$ cat config.mk
export PLATFORM = sky130hd
export DESIGN_NAME = clock_div_multi
export DESIGN_NICKNAME = d
export VERILOG_FILES = /design/src/rtl/clock_div_multi.sv
export SDC_FILE = /design/constraint.sdc
export NUM_CORES = 1
export LEC_CHECK = 0
export ABC_AREA = 0
export CAP_MARGIN = 20
export CORE_MARGIN = 1.5
export CORE_UTILIZATION = 44
export CTS_BUF_LIST = sky130_fd_sc_hd__clkbuf_8
export CTS_CLUSTER_SIZE = 30
export DETAILED_ROUTE_END_ITERATION = 16
export PLACE_DENSITY = 0.61
export SLEW_MARGIN = 40
export SYNTH_ARGS = -nofsm -noshare
export SYNTH_HDL_FRONTEND = slang
export SYNTH_SLANG_ARGS = --single-unit
$ cat constraint.sdc
create_clock -name clock -period 8.7 [get_ports clock]
set_clock_uncertainty 0.15 [all_clocks]
set_input_delay 1.305 -clock clock [delete_from_list [all_inputs] [get_ports clock]]
set_output_delay 1.305 -clock clock [all_outputs]
set_load 0.02 [all_outputs]
$ cat src/rtl/clock_div_multi.sv
// clock_div_multi: several independent integer clock dividers sharing one
// system clock. Each channel has a runtime-programmable divisor N >= 2 and
// produces a near-50% divided clock plus a one-cycle tick at every wrap.
// New divisors arrive through a valid/ready port, wait in a one-deep pending
// slot, and replace the active divisor only when the channel wraps (or on
// sync), so a period is never cut short.
module clock_div_multi #(
    parameter  int CHANNELS    = 4,
    parameter  int WIDTH       = 16,
    parameter  int DEFAULT_DIV = 2,
    localparam int CH_W        = (CHANNELS > 1) ? $clog2(CHANNELS) : 1
) (
    input  logic                clock,
    input  logic                reset_n,
    input  logic [CHANNELS-1:0] enable,
    input  logic                sync,
    input  logic                cfg_valid,
    input  logic [CH_W-1:0]     cfg_chan,
    input  logic [WIDTH-1:0]    cfg_div,
    output logic                cfg_ready,
    output logic                cfg_error,
    output logic [CHANNELS-1:0] div_clock,
    output logic [CHANNELS-1:0] tick
);

    // CHANNELS always fits in one bit more than the channel index.
    localparam logic [CH_W:0]    CHAN_LIMIT = (CH_W + 1)'(CHANNELS);
    localparam logic [WIDTH-1:0] RESET_DIV  = WIDTH'(DEFAULT_DIV);
    localparam logic [WIDTH-1:0] ONE        = WIDTH'(1);
    localparam logic [WIDTH-1:0] TWO        = WIDTH'(2);

    logic                chan_in_range;
    logic                div_legal;
    logic                cfg_fire;
    logic                cfg_store;
    logic                cfg_error_d;
    logic                cfg_error_q;
    logic [CHANNELS-1:0] pending;

    // Handshake decode: ready reflects the addressed channel's pending slot,
    // an out-of-range channel is always ready so its request can be rejected.
    always_comb begin
        chan_in_range = ({1'b0, cfg_chan} < CHAN_LIMIT);
        cfg_ready     = 1'b1;
        for (int i = 0; i < CHANNELS; i++) begin
            if (cfg_chan == CH_W'(i)) begin
                cfg_ready = ~pending[i];
            end
        end
        div_legal   = (cfg_div >= TWO);
        cfg_fire    = cfg_valid & cfg_ready;
        cfg_store   = cfg_fire & chan_in_range & div_legal;
        cfg_error_d = cfg_fire & ~(chan_in_range & div_legal);
    end

    // Error pulse register: one cycle high after a rejected transfer.
    always_ff @(posedge clock or negedge reset_n) begin
        if (!reset_n) begin
            cfg_error_q <= 1'b0;
        end else begin
            cfg_error_q <= cfg_error_d;
        end
    end

    assign cfg_error = cfg_error_q;

    for (genvar g = 0; g < CHANNELS; g++) begin : g_chan
        logic [WIDTH-1:0] div_q;
        logic [WIDTH-1:0] div_d;
        logic [WIDTH-1:0] cnt_q;
        logic [WIDTH-1:0] cnt_d;
        logic [WIDTH-1:0] pend_q;
        logic [WIDTH-1:0] pend_d;
        logic             flag_q;
        logic             flag_d;
        logic             dclk_q;
        logic             dclk_d;
        logic             tick_q;
        logic             tick_d;
        logic [WIDTH-1:0] half;
        logic             wrap;
        logic             load_here;

        // Channel next state: sync restarts the phase, otherwise count when
        // enabled; the pending divisor is swapped in only as the counter
        // returns to zero, and the high time uses the divisor now in force.
        always_comb begin
            div_d     = div_q;
            cnt_d     = cnt_q;
            pend_d    = pend_q;
            flag_d    = flag_q;
            dclk_d    = dclk_q;
            tick_d    = 1'b0;
            half      = '0;
            wrap      = (cnt_q == (div_q - ONE));
            load_here = cfg_store & (cfg_chan == CH_W'(g));

            if (sync) begin
                cnt_d  = '0;
                dclk_d = 1'b1;
                tick_d = 1'b1;
                if (flag_q) begin
                    div_d  = pend_q;
                    flag_d = 1'b0;
                end
            end else if (enable[g]) begin
                if (wrap) begin
                    cnt_d = '0;
                    if (flag_q) begin
                        div_d  = pend_q;
                        flag_d = 1'b0;
                    end
                end else begin
                    cnt_d = cnt_q + ONE;
                end
                half   = div_d - (div_d >> 1);
                dclk_d = (cnt_d < half);
                tick_d = (cnt_d == '0);
            end

            if (load_here) begin
                pend_d = cfg_div;
                flag_d = 1'b1;
            end
        end

        // Channel state registers, cleared to the reset divisor and idle.
        always_ff @(posedge clock or negedge reset_n) begin
            if (!reset_n) begin
                div_q  <= RESET_DIV;
                cnt_q  <= '0;
                pend_q <= RESET_DIV;
                flag_q <= 1'b0;
                dclk_q <= 1'b0;
                tick_q <= 1'b0;
            end else begin
                div_q  <= div_d;
                cnt_q  <= cnt_d;
                pend_q <= pend_d;
                flag_q <= flag_d;
                dclk_q <= dclk_d;
                tick_q <= tick_d;
            end
        end

        assign pending[g]   = flag_q;
        assign div_clock[g] = dclk_q;
        assign tick[g]      = tick_q;
    end

endmodule

* After elaboration in Yosys (flattened, before gate mapping)
Index checks and enable logic that the tools add are counted.
** Storage, ports and cells
- Output and inout bits :: 10
- Logic and storage cells :: 162
- Flip-flop bits (word level) :: 205
** Operators by class
- Muxes and demuxes :: 80
- Reduce and logical (&&, ||, !) cells :: 21
- $add $sub $neg :: 12
- Equality and inequality tests :: 7
- Order comparisons :: 5
- Bitwise logic cells :: 12
** Operator list (number)
- $mux 16 :: 44
- $add 16x1->16 const B :: 4
- $eq 16x16->1 :: 4
- $logic_not 16->1 :: 4
- $lt 16x16->1 :: 4
- $sub 16x1->16 const B :: 4
- $sub 16x15->16 :: 4
- $mux 1 :: 36
- $reduce_bool 3->1 :: 8
- $ge 16x2->1 const B :: 1
- $reduce_and 2->1 :: 4
- $reduce_bool 2->1 :: 4
- $and 1x1->1 :: 7
- $not 1->1 :: 5
- $eq 2x2->1 const B :: 2
- $eq 2x1->1 const B :: 1
- $logic_not 2->1 :: 1

* Depth between registers and ports, before layout
Gate-level depths: netlist of run 1.
- Word-level depth :: 10
- Mapped depth :: 36
- Depth with buffers taken out :: 33

* Least setup slack after synthesis of run 1
No wires, ideal clock.
- Path type :: register to register
- Start point :: register g_chan[3].div_q[0]
- End point :: register g_chan[3].dclk_q
- Clock period less this slack :: 6764 ps
- Data required time :: 8462 ps
- Slack :: 1936 ps
- Setup time :: 88 ps
- Arrival :: 6526 ps
- Stages on the path, launching flop included :: 36
- Cell sequence :: dfrtp_1 clkbuf_1 inv_1 ha_1 nor3b_1 xnor2_1 or4_1 nor3_1 nand4_1 nor2_1 clkbuf_1 nand2_1 o21ai_0 ha_1 inv_1 fa_1 a21oi_1 nor3_1 or4_1 o31ai_1 o21ai_1 o21a_1 a21o_1 a21oi_1 xor2_1 ha_1 a21o_1 a21oi_1 nor2b_1 o21ai_0 nand2b_1 a21oi_1 nor2b_1 o31ai_1 nand2_1 a41oi_1
** On the way
- Longest elaborated chain between the ends :: 9
- Elaborated cells on any way between the ends :: 13
** Ends and longest elaborated chain
- start: declaration :: line 68 : logic [WIDTH-1:0] div_q;
- start signal: assignment :: line 137 : div_q <= div_d;
- $sub 16x1->16 :: line 95 : wrap = (cnt_q == (div_q - ONE));
- $eq 16x16->1 :: line 95
- $mux 16 :: line 107 : if (wrap) begin
- $mux 16 :: line 106 : end else if (enable[g]) begin
- $mux 16 :: line 98 : if (sync) begin
- $sub 16x15->16 :: line 116 : half = div_d - (div_d >> 1);
- $lt 16x16->1 * :: line 117 : dclk_d = (cnt_d < half);
- $mux 1 * :: line 106
- $mux 1 * :: line 98
- end signal: assignment :: line 141 : dclk_q <= dclk_d;
- end: declaration :: line 76 : logic dclk_q;
Mark *: on every way between the ends. The rest lies on a longest branch, timed or not. The select of a mux whose other input is x is not followed.
A chain may end at the register's enable or synchronous reset.

* Final worst setup path of run 1
- Start point :: register g_chan[0].div_q[7]
- End point :: register g_chan[0].dclk_q
** On the way
- Longest elaborated chain between the ends :: 9
- Elaborated cells on any way between the ends :: 13
** Ends and longest elaborated chain (line)
- start: declaration :: 68
- start signal: assignment :: 137
- $sub 16x1->16 :: 95
- $eq 16x16->1 :: 95
- $mux 16 :: 107
- $mux 16 :: 106
- $mux 16 :: 98
- $sub 16x15->16 :: 116
- $lt 16x16->1 * :: 117
- $mux 1 * :: 106
- $mux 1 * :: 98
- end signal: assignment :: 141
- end: declaration :: 76
Marks and branches as above.

==> results of run 1 <==
kinds of logic after synthesis:
kind of cell	after synthesis	share of synthesized area
compound gates	323	0.1226
mux	233	0.1472
buf+inv	211	0.04914
flops	205	0.3013
fa+ha+maj	131	0.09740
xor+xnor	197	0.1011
simple gates	623	0.1812
stage by stage:
step | cells | area, µm²
2_1_floorplan | 1923 | 17060
3_3_place_gp | 2378 | 17730
3_5_place_dp | 2378 | 17740
4_1_cts | 2449 | 18570
5_1_grt | 2451 | 18600
6_report | 2452 | 18600
registers in the layout, summed over array words and instances (netlist names):
register       cells
g_chan.cnt_q      64
g_chan.tick_q      4
g_chan.dclk_q      4
cfg_error          1
g_chan.flag_q      4
g_chan.div_q      64
g_chan.pend_q     64
power groups by stage:
stage / Sequential, µW / Combinational (µW) / Clock [µW]
floorplan: 1370 / 3060 / 0
global placement: 1570 / 3590 / 0
detailed placement: 1580 / 3650 / 0
CTS: 1570 / 3680 / 1050
global route: 1620 / 4150 / 1090
finish: 1570 / 3660 / 1010
metal layers:
metal / GRT usage / vias to the layer above
met5: 0 / -
li1: - / 6779
met4: 0.06071 / 0
met1: 0.2946 / 6620
met2: 0.3561 / 278
met3: 0.04116 / 61
worst register-to-register path, delay by kind of cell, from the launching register on:
kind                     cells  cell delay, ns
XOR/XNOR                     1            0.17
multiplexers                 1            0.25
flip-flops                   1            0.41
AND/OR/NAND/NOR             11            2.84
adder cells (fa/ha/maj)      2            0.74
AO/OA/AOI/OAI               14            2.67
path summary, 6_finish.rpt:
kind	from	to	cells past startpoint
setup / recovery	g_chan[0].div_q[7]$_DFFE_PN0N_	g_chan[0].dclk_q$_DFFE_PN0N_	29
hold / removal	g_chan[0].pend_q[1]$_DFFE_PN1P_	g_chan[0].div_q[1]$_DFFE_PN1N_	2
setup reg to reg	g_chan[0].div_q[7]$_DFFE_PN0N_	g_chan[0].dclk_q$_DFFE_PN0N_	29
hold reg to reg	g_chan[0].pend_q[1]$_DFFE_PN1P_	g_chan[0].div_q[1]$_DFFE_PN1N_	2
max in group asynchronous	reset_n	g_chan[1].div_q[2]$_DFFE_PN0N_	2
min in group asynchronous	reset_n	g_chan[2].cnt_q[2]$_DFFE_PN0N_	1
layout make-up:
class	count	area, µm²
Antenna cell	1	2.502
Clock buffer	49	674.4
Clock inverter	22	148.9
Fill cell	3650	19330
Inverter	104	390.4
Multi-Input combinational cell	1507	11120
Sequential cell	205	5140
Tap cell	511	639.4
Timing Repair Buffer	53	488.0
layout by cell type, fill, tap and decap left out, drive strengths merged, types with 49 or more instances in the layout:
master,n
nand3,58
a21oi,98
xnor2,123
o21ai,65
dfrtp,197
ha,124
mux2i,99
xor2,74
nor2,205
nand2,117
mux2,133
inv,116
clkbuf,49
==> impl_results.md, run 1 <==
* Run status: finished, final reports clean
* Routed wire per std cell at 17.25 µm
* CTS hold repair buffers at 0
* Clk sinks at 205
* Pre-CTS setup slack at 1.409 ns
* Distinct cell type count after synthesis at 81
* Post-Route WL at 42.30 mm
* Share of cells above drive strength 1 at 0.1278
* VDD IR max at 180.5 µV
* Initial antenna violation count at 1
* Die Ht at 199.9 µm
* Synth Net Count at 2077
* Post-Syn Area per Cell at 8.872 µm²
* Worst setup SP type: flop
* Initial Util at 0.4497
* Yosys top cell by area: dfrtp_1
* Synthesized instance count at 1923
* Highest metal used: met4
* Synth top cells by count: nor2_1, dfrtp_1, mux2_2
* Buf/Inv on CP at 0
* FMAX at 136.7 MHz
* Core region area at 37930 µm²
* Post-DP HPWL at 31.46 mm
* Met3 wire length at 2.162 mm
* PD cells at 335.5 nW/µm²
* DRC Markers at 0
* GP Congestion at 0.8685
* Worst-margin pin slew at 0.7315 ns
* Tcrit/Tclk final at 0.8409
* Fin. max-slew vios at 0
* Worst slew margin at 0.5083
* R2R setup slack at 1.38 ns
* Critical Path Sink Type: flop
* Gr ovfl total at 0
* Clock latency on the worst-skew pair at 0.58 ns
* Worst EP required at 9.05 ns
* RSZ-0062 raised after global routing: false
* #FFs+latches synth at 205
* Synthesized cell area at 17060 µm²
* Post-cts resize count at 0
* Final hold vios at 0
* Crit Path Class: flop to flop
* CTS Buf Count at 40
* Slowest cell on crit path: nor3_1
* Nets at 2065
* Total Neg Setup Slack at 0 ns
* H-tree level count at 2
* Via count at 13740
* Number of synthesized flops with an enable pin at 0
* Hold slack final at 0.3346 ns
* Post-CTS Setup Bufs at 0
* Yosys top cell area share at 0.2890
* HP Class: flop to flop
* Metal2 WL at 19.41 mm
* FP Rows at 71
* Worst EP arrival at 7.66 ns
* Final worst slack at 1.384 ns
* Pin count of the biggest net entering global routing at 79
* Pint at 3481 µW
* Synth Warn # at 0
* Root buffer cell: clkbuf_8
* Clk network pwr share at 0.162
* Comb pwr share at 0.587
* P&R area growth vs syn at 9.036%
* Final setup viols at 0
* Crit path time final at 7.316 ns
* Number of port buffers at 35
* Via-to-Cell Ratio at 5.603
* Max_cap viols at 0
* Predominant post-synthesis flop cell: dfrtp_1
* Main area contributors after synthesis: dfrtp_1, ha_1, mux2_2, xnor2_1, mux2i_1
* Worst Path Max Fanout at 22
* GR Util All Layers at 0.2181
* Antenna-violating nets left at 0
* IO Count at 36
* Worst path max stage delay at 0.59 ns
* CTS tree: built
* Clock-pin transition on the worst setup and hold timing paths at 0.06 ns
* Async SR Flop Fraction at 1.000
* Final Core Density at 0.4904
* First-pass GRT wire length at 69.93 mm
* Sequential Power Share at 0.251
* Switching share of power at 0.4422
* Vias in the first global route at 13410
* Drt pass-1 iters at 7
* Top Family by Delay on Critical Path: simple AND/OR/NAND/NOR gates
* Count leader, synth: nor2_1
* Post-synthesis sequential area ratio at 0.3013
* Die Wd at 199.9 µm
* Sw Pwr at 2760 µW
* Die ar. at 39960 µm²
* Clock buffer depth at 3
* Leak pwr at 0.008465 µW
* M1 WL at 19.84 mm
* Total Power at 6241 µW
* Iteration-0 DRC Markers at 726
Note: power is estimated with default switching activity, not from simulation.
==> run 2: changes to the inputs <==
--- a/config.mk
+++ b/config.mk
@@ -12,7 +12,7 @@
 export CTS_BUF_LIST = sky130_fd_sc_hd__clkbuf_8
 export CTS_CLUSTER_SIZE = 30
 export DETAILED_ROUTE_END_ITERATION = 16
-export PLACE_DENSITY = 0.61
+export PLACE_DENSITY = 0.63
 export SLEW_MARGIN = 40
 export SYNTH_ARGS = -nofsm -noshare
 export SYNTH_HDL_FRONTEND = slang
==> constraint.sdc (replaced) <==
create_clock -name clock -period 5.9 [get_ports clock]
set_clock_uncertainty 0.15 [all_clocks]
set_input_delay 0.885 -clock clock [delete_from_list [all_inputs] [get_ports clock]]
set_output_delay 0.885 -clock clock [all_outputs]
set_load 0.02 [all_outputs]
==> impl_results.md, run 2 (synthesis gave the netlist of run 1 again) <==
* FP Rows at 71 (unchanged)
* Share of cells above drive strength 1 at 0.2622 (+0.1344)
* H-tree level count at 2 (unchanged)
* Crit path time final at 6.346 ns (-0.9699 ns)
* Post-DP HPWL at 34.48 mm (+9.6%)
* RSZ-0062 raised after global routing: true
* Worst Path Max Fanout at 5 (-77%)
* Clock-pin transition on the worst setup and hold timing paths at 0.07 ns (about the same)
* GP Congestion at 0.9048 (+4.2%)
* IO Count at 36 (unchanged)
* RR Startpoint: g_chan[0].div_q[9]$_DFFE_PN0N_
* Iteration-0 DRC Markers at 974 (+34%)
* Slowest cell on crit path: or4_4
* Final setup viols at 4 (+4)
* Crit Path Class: flop to flop
* Core region area at 37930 µm² (unchanged)
* Worst slew margin at 0.4564 (-0.05185)
* ANT cells at 0 (-1)
* Most common cell on crit path: nor2_1
* Die ar. at 39960 µm² (unchanged)
* Worst EP arrival at 6.70 ns (-0.96 ns)
* Number of port buffers at 35 (unchanged)
* Root buffer cell: clkbuf_8
* Post-Route WL at 45.91 mm (+8.5%)
* Run status: finished, violations left
* CTS Buf Count at 41 (+2.5%)
* Nets at 2310 (+12%)
* Final Core Density at 0.5561 (+0.06567)
* Initial Util at 0.4497 (unchanged)
* Clk sinks at 205 (unchanged)
* Most frequent cells in the layout: buf_4, nor2_1, dfrtp_1
* Commonest non-fill, non-tap cell in the layout: buf_4
* Drt pass-1 iters at 5 (-2)
* Placed Instances at 2603 (+9.5%)
* Via count at 14850 (+8.1%)
* First-pass GRT wire length at 75.18 mm (+7.5%)
* Initial antenna violation count at 0 (-1)
* R2R setup slack at -0.45 ns (-1.83 ns)
* CP startpoint: g_chan[0].div_q[9]$_DFFE_PN0N_
* Final worst slack at -0.4463 ns (-1.830 ns)
* CTS tree: built
* Buf/Inv on CP at 1 (+1)
* Worst EP required at 6.25 ns (-2.80 ns)
* Die Wd at 199.9 µm (unchanged)
* Non-Filler Instances at 2700 (+10%)
* PD cells at 535.4 nW/µm² (+60%)
* Placed Area at 19660 µm² (+11%)
* Hold slack final at 0.04050 ns (-0.2941 ns)
* Via-to-Cell Ratio at 5.501 (-1.8%)
* DRC Markers at 0 (unchanged)
* VDD IR max at 303.0 µV (+68%)
* Fin. max-slew vios at 0 (unchanged)
* FMAX at 157.6 MHz (+15%)
* Failing checks: setup timing
* Vias in the first global route at 14840 (+11%)
* Top Family by Delay on Critical Path: compound AO/OA/AOI/OAI gates
* Max_cap viols at 0 (unchanged)
* Gr ovfl total at 0 (unchanged)
* Pin count of the biggest net entering global routing at 107 (+35%)
* Tcrit/Tclk final at 1.076 (+0.2347)
* Antenna-violating nets left at 0 (unchanged)
* Final Cell Area at 21090 µm² (+13%)
* Critical Path Sink Type: flop
* HP Class: primary input to async pin
* GR Util All Layers at 0.2346 (+0.01641)
* CTS hold repair buffers at 0 (unchanged)
* Die Ht at 199.9 µm (unchanged)
* Final hold vios at 0 (unchanged)
* Worst path max stage delay at 0.55 ns (-0.04 ns)
* Worst setup SP type: flop
* Clock latency on the worst-skew pair at 0.58 ns (about the same)
* Clock buffer depth at 3 (unchanged)
* Routed wire per std cell at 17.00 µm (-1.4%)
* Worst-margin pin slew at 0.8153 ns (+0.08387 ns)
* Largest regs: g_chan.cnt_q (64), g_chan.div_q (64), g_chan.pend_q (64)
* P&R area growth vs syn at 23.64%
* Leak pwr at 0.009810 µW (+16%)
* Total Power at 11290 µW (+81%)
-- run 2: cell count changes in the layout (fill, tap and decap cells not counted), moves of 8 or more --
cell / delta
o21ai_0: -15
ha_1: -8
a21oi_2: +13
inv_2: +8
buf_4: +239
inv_1: -11
a21oi_1: -14
o21ai_1: +12
-- run 2: final timing paths --
kind / to / depth (start not counted)
min in group clock: g_chan[0].div_q[1]$_DFFE_PN1N_ / 2
max in group asynchronous: g_chan[3].cnt_q[9]$_DFFE_PN0N_ / 3
worst max register to register: g_chan[0].dclk_q$_DFFE_PN0N_ / 27
worst min register to register: g_chan[0].div_q[1]$_DFFE_PN1N_ / 2
worst min-delay path: g_chan[2].cnt_q[6]$_DFFE_PN0N_ / 1
worst max-delay path: g_chan[0].dclk_q$_DFFE_PN0N_ / 27
-- run 2: metrics by stage --
| step | setup TNS, ns | setup slack (ns) |
|---|---|---|
| 6_report | -0.9099 | -0.4463 |
| 5_1_grt | -2.331 | -0.7515 |
| 4_1_cts | -0.9414 | -0.4804 |
| 3_5_place_dp | -1.744 | -0.5725 |
| 3_3_place_gp | -1.061 | -0.3840 |
| 2_1_floorplan | -0.9769 | -0.3732 |
-- run 2: layout make-up --
class                      count  area [µm²]
inverter                     104       390.4
sequential                   205        5142
tap                          511       639.4
clock inverter                25       254.0
clock buffer                  51       701.9
timing repair buffer         297        2380
fill                        3436       16840
multi-input combinational   1507       11580
-- run 2: timing repair --
| item | CTS | global route |
|---|---|---|
| setup buffers | 11 | 7 |
| gates resized for setup | 36 | 32 |
| pin swaps | 50 | 26 |
| endpoints found under the hold margin | 0 | 0 |
| endpoints found under the setup margin | 4 | 4 |
| gates cloned | 0 | 0 |
-- run 2: report_power, final --
part / switching, µW / total [µW] / internal, µW
Clock: 697 / 1700 / 1010
Combinational: 3640 / 7460 / 3820
Sequential: 373 / 2130 / 1750
-- run 2: per-layer routing --
| metal | global-route usage | vias up | wire [µm] |
|---|---|---|---|
| li1 | - | 7273 | - |
| met1 | 0.3067 | 7177 | 20770 |
| met2 | 0.3935 | 308 | 21700 |
| met3 | 0.03461 | 94 | 2050 |
| met4 | 0.08521 | 0 | 1383 |
| met5 | 0 | - | 0 |
